<file path="src/rtl/reg_file_write_arbiter.sv">
// Two-requester write arbiter in front of a register file: A has priority,
// B is forced through after STARVE_LIMIT consecutive denials. One-cycle write latency.
module reg_file_write_arbiter #(
  parameter int unsigned DATA_WIDTH   = 32,
  parameter int unsigned SEL_WIDTH    = 4,
  parameter int unsigned STARVE_LIMIT = 3
) (
  input  logic                        clk,
  input  logic                        rst,
  input  logic                        req_a_valid,
  input  logic [SEL_WIDTH-1:0]        req_a_sel,
  input  logic [DATA_WIDTH-1:0]       req_a_data,
  output logic                        req_a_ready,
  input  logic                        req_b_valid,
  input  logic [SEL_WIDTH-1:0]        req_b_sel,
  input  logic [DATA_WIDTH-1:0]       req_b_data,
  output logic                        req_b_ready,
  output logic                        out_write_en,
  output logic [SEL_WIDTH-1:0]        out_write_sel,
  output logic [DATA_WIDTH-1:0]       out_write_data,
  output logic [(2**SEL_WIDTH)-1:0]   busy_mask,
  output logic [3:0]                  starve_count
);

  localparam int unsigned NUM_REGS = 2 ** SEL_WIDTH;
  localparam int unsigned CNT_W    = 4;
  localparam logic [CNT_W-1:0] LIMIT = CNT_W'(STARVE_LIMIT);

  logic                  grant_a_c;
  logic                  grant_b_c;
  logic                  transfer_c;
  logic [SEL_WIDTH-1:0]  win_sel_c;
  logic [DATA_WIDTH-1:0] win_data_c;
  logic [CNT_W-1:0]      starve_next_c;

  // Grant: B wins when alone or when it has waited STARVE_LIMIT cycles
  always_comb begin
    grant_a_c = 1'b0;
    grant_b_c = 1'b0;
    if (!rst) begin
      grant_b_c = req_b_valid && (!req_a_valid || (starve_count == LIMIT));
      grant_a_c = req_a_valid && !grant_b_c;
    end
  end

  assign req_a_ready = grant_a_c;
  assign req_b_ready = grant_b_c;
  assign transfer_c  = grant_a_c || grant_b_c;

  always_comb begin
    win_sel_c  = grant_b_c ? req_b_sel  : req_a_sel;
    win_data_c = grant_b_c ? req_b_data : req_a_data;
  end

  // Starvation counter: counts denied B cycles, saturates, clears when B idle or served
  always_comb begin
    starve_next_c = starve_count;
    if (!req_b_valid || grant_b_c) begin
      starve_next_c = '0;
    end else if (starve_count < LIMIT) begin
      starve_next_c = starve_count + CNT_W'(1);
    end
  end

  // Output write port; register 0 is accepted but never written
  always_ff @(posedge clk or posedge rst) begin
    if (rst) begin
      out_write_en   <= 1'b0;
      out_write_sel  <= '0;
      out_write_data <= '0;
      starve_count   <= '0;
    end else begin
      out_write_en <= transfer_c && (win_sel_c != '0);
      if (transfer_c) begin
        out_write_sel  <= win_sel_c;
        out_write_data <= win_data_c;
      end
      starve_count <= starve_next_c;
    end
  end

  // Hazard mask: pending requests plus the write currently on the port
  always_comb begin
    busy_mask = '0;
    if (!rst) begin
      for (int unsigned i = 1; i < NUM_REGS; i++) begin
        if ((req_a_valid && (req_a_sel == SEL_WIDTH'(i))) ||
            (req_b_valid && (req_b_sel == SEL_WIDTH'(i))) ||
            (out_write_en && (out_write_sel == SEL_WIDTH'(i)))) begin
          busy_mask[i] = 1'b1;
        end
      end
    end
  end

endmodule

</file>
<file path="config.mk">
export PLATFORM = sky130hd
export DESIGN_NAME = reg_file_write_arbiter
export DESIGN_NICKNAME = d
export VERILOG_FILES = /design/src/rtl/reg_file_write_arbiter.sv
export SDC_FILE = /design/constraint.sdc
export NUM_CORES = 1
export LEC_CHECK = 0
export ABC_CLOCK_PERIOD_IN_PS = 2300
export CAP_MARGIN = 20
export CORE_ASPECT_RATIO = 0.9
export CORE_MARGIN = 2
export CORE_UTILIZATION = 35
export DETAILED_ROUTE_END_ITERATION = 8
export PLACE_DENSITY = 0.75
export SETUP_SLACK_MARGIN = 0.3
export SYNTH_ARGS = -nofsm -noshare
export SYNTH_HDL_FRONTEND = slang
export SYNTH_SLANG_ARGS = --single-unit
</file>
<file path="constraint.sdc">
create_clock -name clk -period 2.3 [get_ports clk]
set_input_delay 0.23 -clock clk [delete_from_list [all_inputs] [get_ports clk]]
set_output_delay 0.23 -clock clk [all_outputs]
set_load 0.02 [all_outputs]
</file>
-- Word-level counts from Yosys, hierarchy flattened
Index checks and enable logic that the tools add are counted.
- ROM bits: 0
- memories kept: 0
- bits of input ports: 76
- RAM bits: 0
- output and inout port bits: 59
- word-level logic and storage cells: 160
- latch bits: 0
- bits in registers: 41
- reductions and logical operators: 86
- magnitude comparators: 1
- $add $sub $neg: 1
- equality and inequality tests: 46
- shift-type cells: 0
- bitwise logic cells: 0
- div/mod/pow operators: 0
- multipliers: 0
- multiplexer cells: 22
- operators with widths (operator ; count):
    == test 4 bit, second input constant ; 24
    == test 4 x 3 -> 1 bit, second input constant ; 12
    logical AND 1 bit ; 48
    logical OR 1 bit ; 33
    2-to-1 mux 32 bit ; 1
    == test 4 x 2 -> 1 bit, second input constant ; 7
    2-to-1 mux 1 bit ; 17
    2-to-1 mux 15 bit ; 1
    == test 4 x 1 -> 1 bit, second input constant ; 3
    2-to-1 mux 4 bit ; 3
    adder 4 x 1 -> 4 bit, second input constant ; 1
    less-than comparator 4 x 2 -> 1 bit, second input constant ; 1
    nonzero test 4 bit ; 1
    zero test 1 bit ; 3
    nonzero test 2 bit ; 1

-- Logic depth before layout (Yosys ltp)
- word-level depth: 8
- mapped depth: 5
- gate-level depth less buffers: 4

-- Worst setup path before layout
No wires, ideal clock.
- path kind: register to output
- start: register starve_count[0]
- end: output port req_b_ready
- setup slack: 0.419 ns
- stages on the path, launching flop included: 6
- arrival: 1.651 ns
- required time: 2.070 ns
- path buffers: 1
- cells stage by stage: dfrtp_1 > ha_1 > or3b_4 > a21o_4 > buf_2 > inv_1
- word-level cells in the longest chain between the ends: 4
- RTL lines (element ; line ; source):
    from (decl) ; 22 ; output logic [3:0] starve_count
    from (signal assigned) ; 78 ; starve_count <= starve_next_c;
    == test 4 x 2 -> 1 bit ; 41 ; grant_b_c = req_b_valid && (!req_a_valid || (starve_count == LIMIT));
    logical OR 1 bit ; 41 ;
    logical AND 1 bit ; 41 ;
    2-to-1 mux 1 bit ; 40 ; if (!rst) begin
    to (decl) ; 17 ; output logic req_b_ready,
No other way between the ends.

-- Worst setup path after layout
Ends and elaborated chain as after synthesis.

==> summary.md <==
| Metric | Value |
|---|---|
| Clk pin slew, worst setup/hold paths | `around 90 ps` |
| Tightest Pin Transition | `519 ps` |
| Clock Tree Buf Depth | `2` |
| Core area | `6590 um^2` |
| Wire per inst | `17.7 um` |
| Max Freq | `about 500 MHz` |
| Synth Flop Type | `dfrtp_1` |
| Initial antenna violation count | `0` |
| CTS root buf | `clkbuf_8` |
| Vias | `about 2500` |
| Async set-or-reset flop fraction in the synthesized netlist | `between 90% and 100%` |
| Status | `finished clean` |
| Vias per inst | `approximately 5.4` |
| Area leader, netlist | `dfrtp_1` |
| WP data required | `approximately 2100 ps` |
| Chip Height | `82.1 um` |
| # clock sinks | `slightly above 40` |
| Hold Buf Count CTS | `0` |
| Part of the cycle the worst path needs | `between 80% and 90%` |
| Post-route ant nets | `0` |
| Relative slew slack | `65.3%` |
| Final setup viols | `0` |
| Router iterations before antenna repair | `4` |
| Met1 Usage GRT | `between 20% and 30%` |
| Critical path type | `flop to output pin` |
| Initial core utilization | `36.0%` |
| Synth area leaders | `dfrtp_1 (43%), o221a_1 (14%), nand2b_1 (9.0%)` |
| R2R setup slack | `roughly 430 ps` |
| Count of cell types in the netlist | `36` |
| # rows | `28` |
| Diode count | `0` |
| Crit path arrival time | `roughly 1800 ps` |
| Vias in the first global route | `2515` |
| Synthesis-to-layout area growth | `69.0%` |
| Routed wire length | `roughly 8.2 mm` |
| Synthesized area per cell | `~10 um^2` |
| Fin nets | `450` |
| Hold Path Class | `input port to async pin` |
| Met3 Use GR | `under 10%` |
| Clk_skew | `slightly above 9 ps` |
| Clock tree from TritonCTS | `built` |
| Full die area | `between 7000 and 8000 um^2` |
| Final hold violations | `0` |
| # H-tree levels | `2` |
| Worst reg-to-reg path cell count | `5` |
| Crit. End Element | `output pin` |
| Drt initial violations | `180` |
| Clk Latency, worst-skew pair | `roughly 300 ps` |
| Overall Global Routing Usage | `about 22%` |
| Syn Std Cell Area | `roughly 2400 um^2` |
| Final count of pins violating max slew | `0` |
| Syn nets | `around 310` |
| Share of post-route cells with drive strength above 1 | `~15%` |
| Yosys top cell area share | `between 40% and 50%` |
| Period minus WS final | `about 2000 ps` |
| Final worst slack | `~300 ps` |
| Place WS | `-20.0 ps` |
| RSZ-0062 raised after global routing | `true` |
| Synth Register Bits | `around 40` |
| Most common cell in the netlist | `dfrtp_1` |
| Peak supply drop | `0.000340 V` |
| Die W | `90.8 um` |
| Launching point of the worst reg2reg path | `starve_count[0]$_DFFE_PP0P_` |
| Power per cell area | `610 nW/um^2` |
| Sequential share of the synthesized area | `43.2%` |
| Power Total | `~0.0024 W` |
| Grt met2 use | `roughly two fifths` |
| Yosys warnings | `0` |
| Pin count of the biggest net entering global routing | `42` |
| First-pass GRT wire length | `13.1 mm` |
| Highest fanout seen on the critical path | `5` |
| Leakage | `~1.6 nW` |
| Max-cap violations | `0` |
| Detailed placement HPWL | `roughly 6.1 mm` |
| I/O Pins | `135` |
| Gr ovfl total | `0` |
| Startpoint types | `flop` |
| Cts bufs inserted | `5` |
| Final setup TNS | `0 ps` |
| Top Usage Layer GRT | `met2` |
| Post-synth top cells | `dfrtp_1 (41), nand2b_1 (34), o221a_1 (30)` |
| DR DRC count | `0` |
| RD Place Congestion | `around 0.9` |
| Fill cell count | `just under 600` |
| Final hold slack | `between 400 and 500 ps` |
| EDFF count, synth | `0` |
| PortBufs | `133` |
| RR Endpoint | `out_write_data[9]$_DFFE_PP0P_` |
| Post-Syn Instances | `231` |
report_power, final:
group / total, W / leakage (nW) / internal [W] / switching (W)
Combinational: 0.000840 / 1.05 / 0.000461 / 0.000380
Sequential: 0.000890 / 0.465 / 0.000816 / 0.0000739
Clock: 0.000714 / 0.0687 / 0.000437 / 0.000277
metrics by stage:
step	std cells	cell area (um^2)	utilization, %
finish	464	4010	60.9
floorplan	231	2370	-
global route	464	4010	60.9
global placement	454	3860	58.7
detailed placement	454	3860	58.7
CTS	463	4020	61.0
worst max-delay path by stage:
stage / start / to / slack (ps) / cells after the start
after floorplan: starve_count[0]$_DFFE_PP0P_ / req_b_ready / 420 / 5
final: starve_count[0]$_DFFE_PP0P_ / req_b_ready / 300 / 5
after global placement: req_b_valid / busy_mask[4] / 30 / 5
after global routing: starve_count[0]$_DFFE_PP0P_ / req_b_ready / 240 / 5
after detailed placement: req_b_valid / busy_mask[4] / -20 / 5
after CTS: starve_count[0]$_DFFE_PP0P_ / req_b_ready / 60 / 5
cell usage in the layout, fill, tap and decap left out, types with 3 or more instances in the layout:
cell type,n
clkdlybuf4s50_1,116
dfrtp_1,40
nand2b_1,34
o221a_1,30
buf_4,19
a21oi_1,14
nand3_1,11
nand2_1,10
clkbuf_2,10
a22oi_1,9
and3_1,7
nor2b_2,6
a31oi_1,5
and3b_1,5
a32oi_1,5
clkbuf_8,5
dlygate4sd2_1,5
o21ai_0,4
a211oi_1,4
inv_1,3
nor2_1,3
what timing repair did:
item | 4_1_cts | 5_1_grt
setup buffers | 1 | 1
endpoints found under the setup margin | 34 | 47
gates resized for setup | 28 | 25
pin swaps | 1 | 0
area by class of cell:
| type | instances | area (um^2) | share of cell area (%) |
|---|---|---|---|
| clock buffers | 5 | 68.8 | 1.72 |
| clock inverters | 3 | 68.8 | 1.72 |
| inverters | 3 | 11.3 | 0.281 |
| multi-input cells | 168 | 1270 | 31.7 |
| flip-flops and latches | 41 | 1030 | 25.6 |
| well taps | 90 | 113 | 2.81 |
| repair buffers | 154 | 1450 | 36.1 |
sequential cells by signal, indices dropped and copies added, names as in the netlist:
| name | cells |
|---|---|
| starve_count | 4 |
| out_write_sel | 4 |
| out_write_en | 1 |
| out_write_data | 32 |
kinds of logic (layout without fill, tap and decap cells):
kind of cell / Yosys count / in the layout / share of synthesized area (%)
fa+ha+maj: 1 / 1 / 0.527
mux: 1 / 1 / 0.475
compound gates: 76 / 76 / 27.5
simple gates: 88 / 88 / 22.6
xor+xnor: 1 / 1 / 0.369
buf+inv: 22 / 165 / 5.17
flops: 41 / 41 / 43.2
other cells: 1 / 1 / 0.158
critical path: stages (launching register included):
cell and delay, ps:
dfrtp_1 420, ha_4 180, or3b_4 420, a21o_4 230, inv_1 50, clkbuf_2 170
metal layers:
layer  part of all wire, %  up-vias
met1                    42     1209
met2                    48      110
li1                      -     1171
met3                   7.1       19
met5                     0        -
met4                   2.8        0
(Power assumes the default switching activity.)
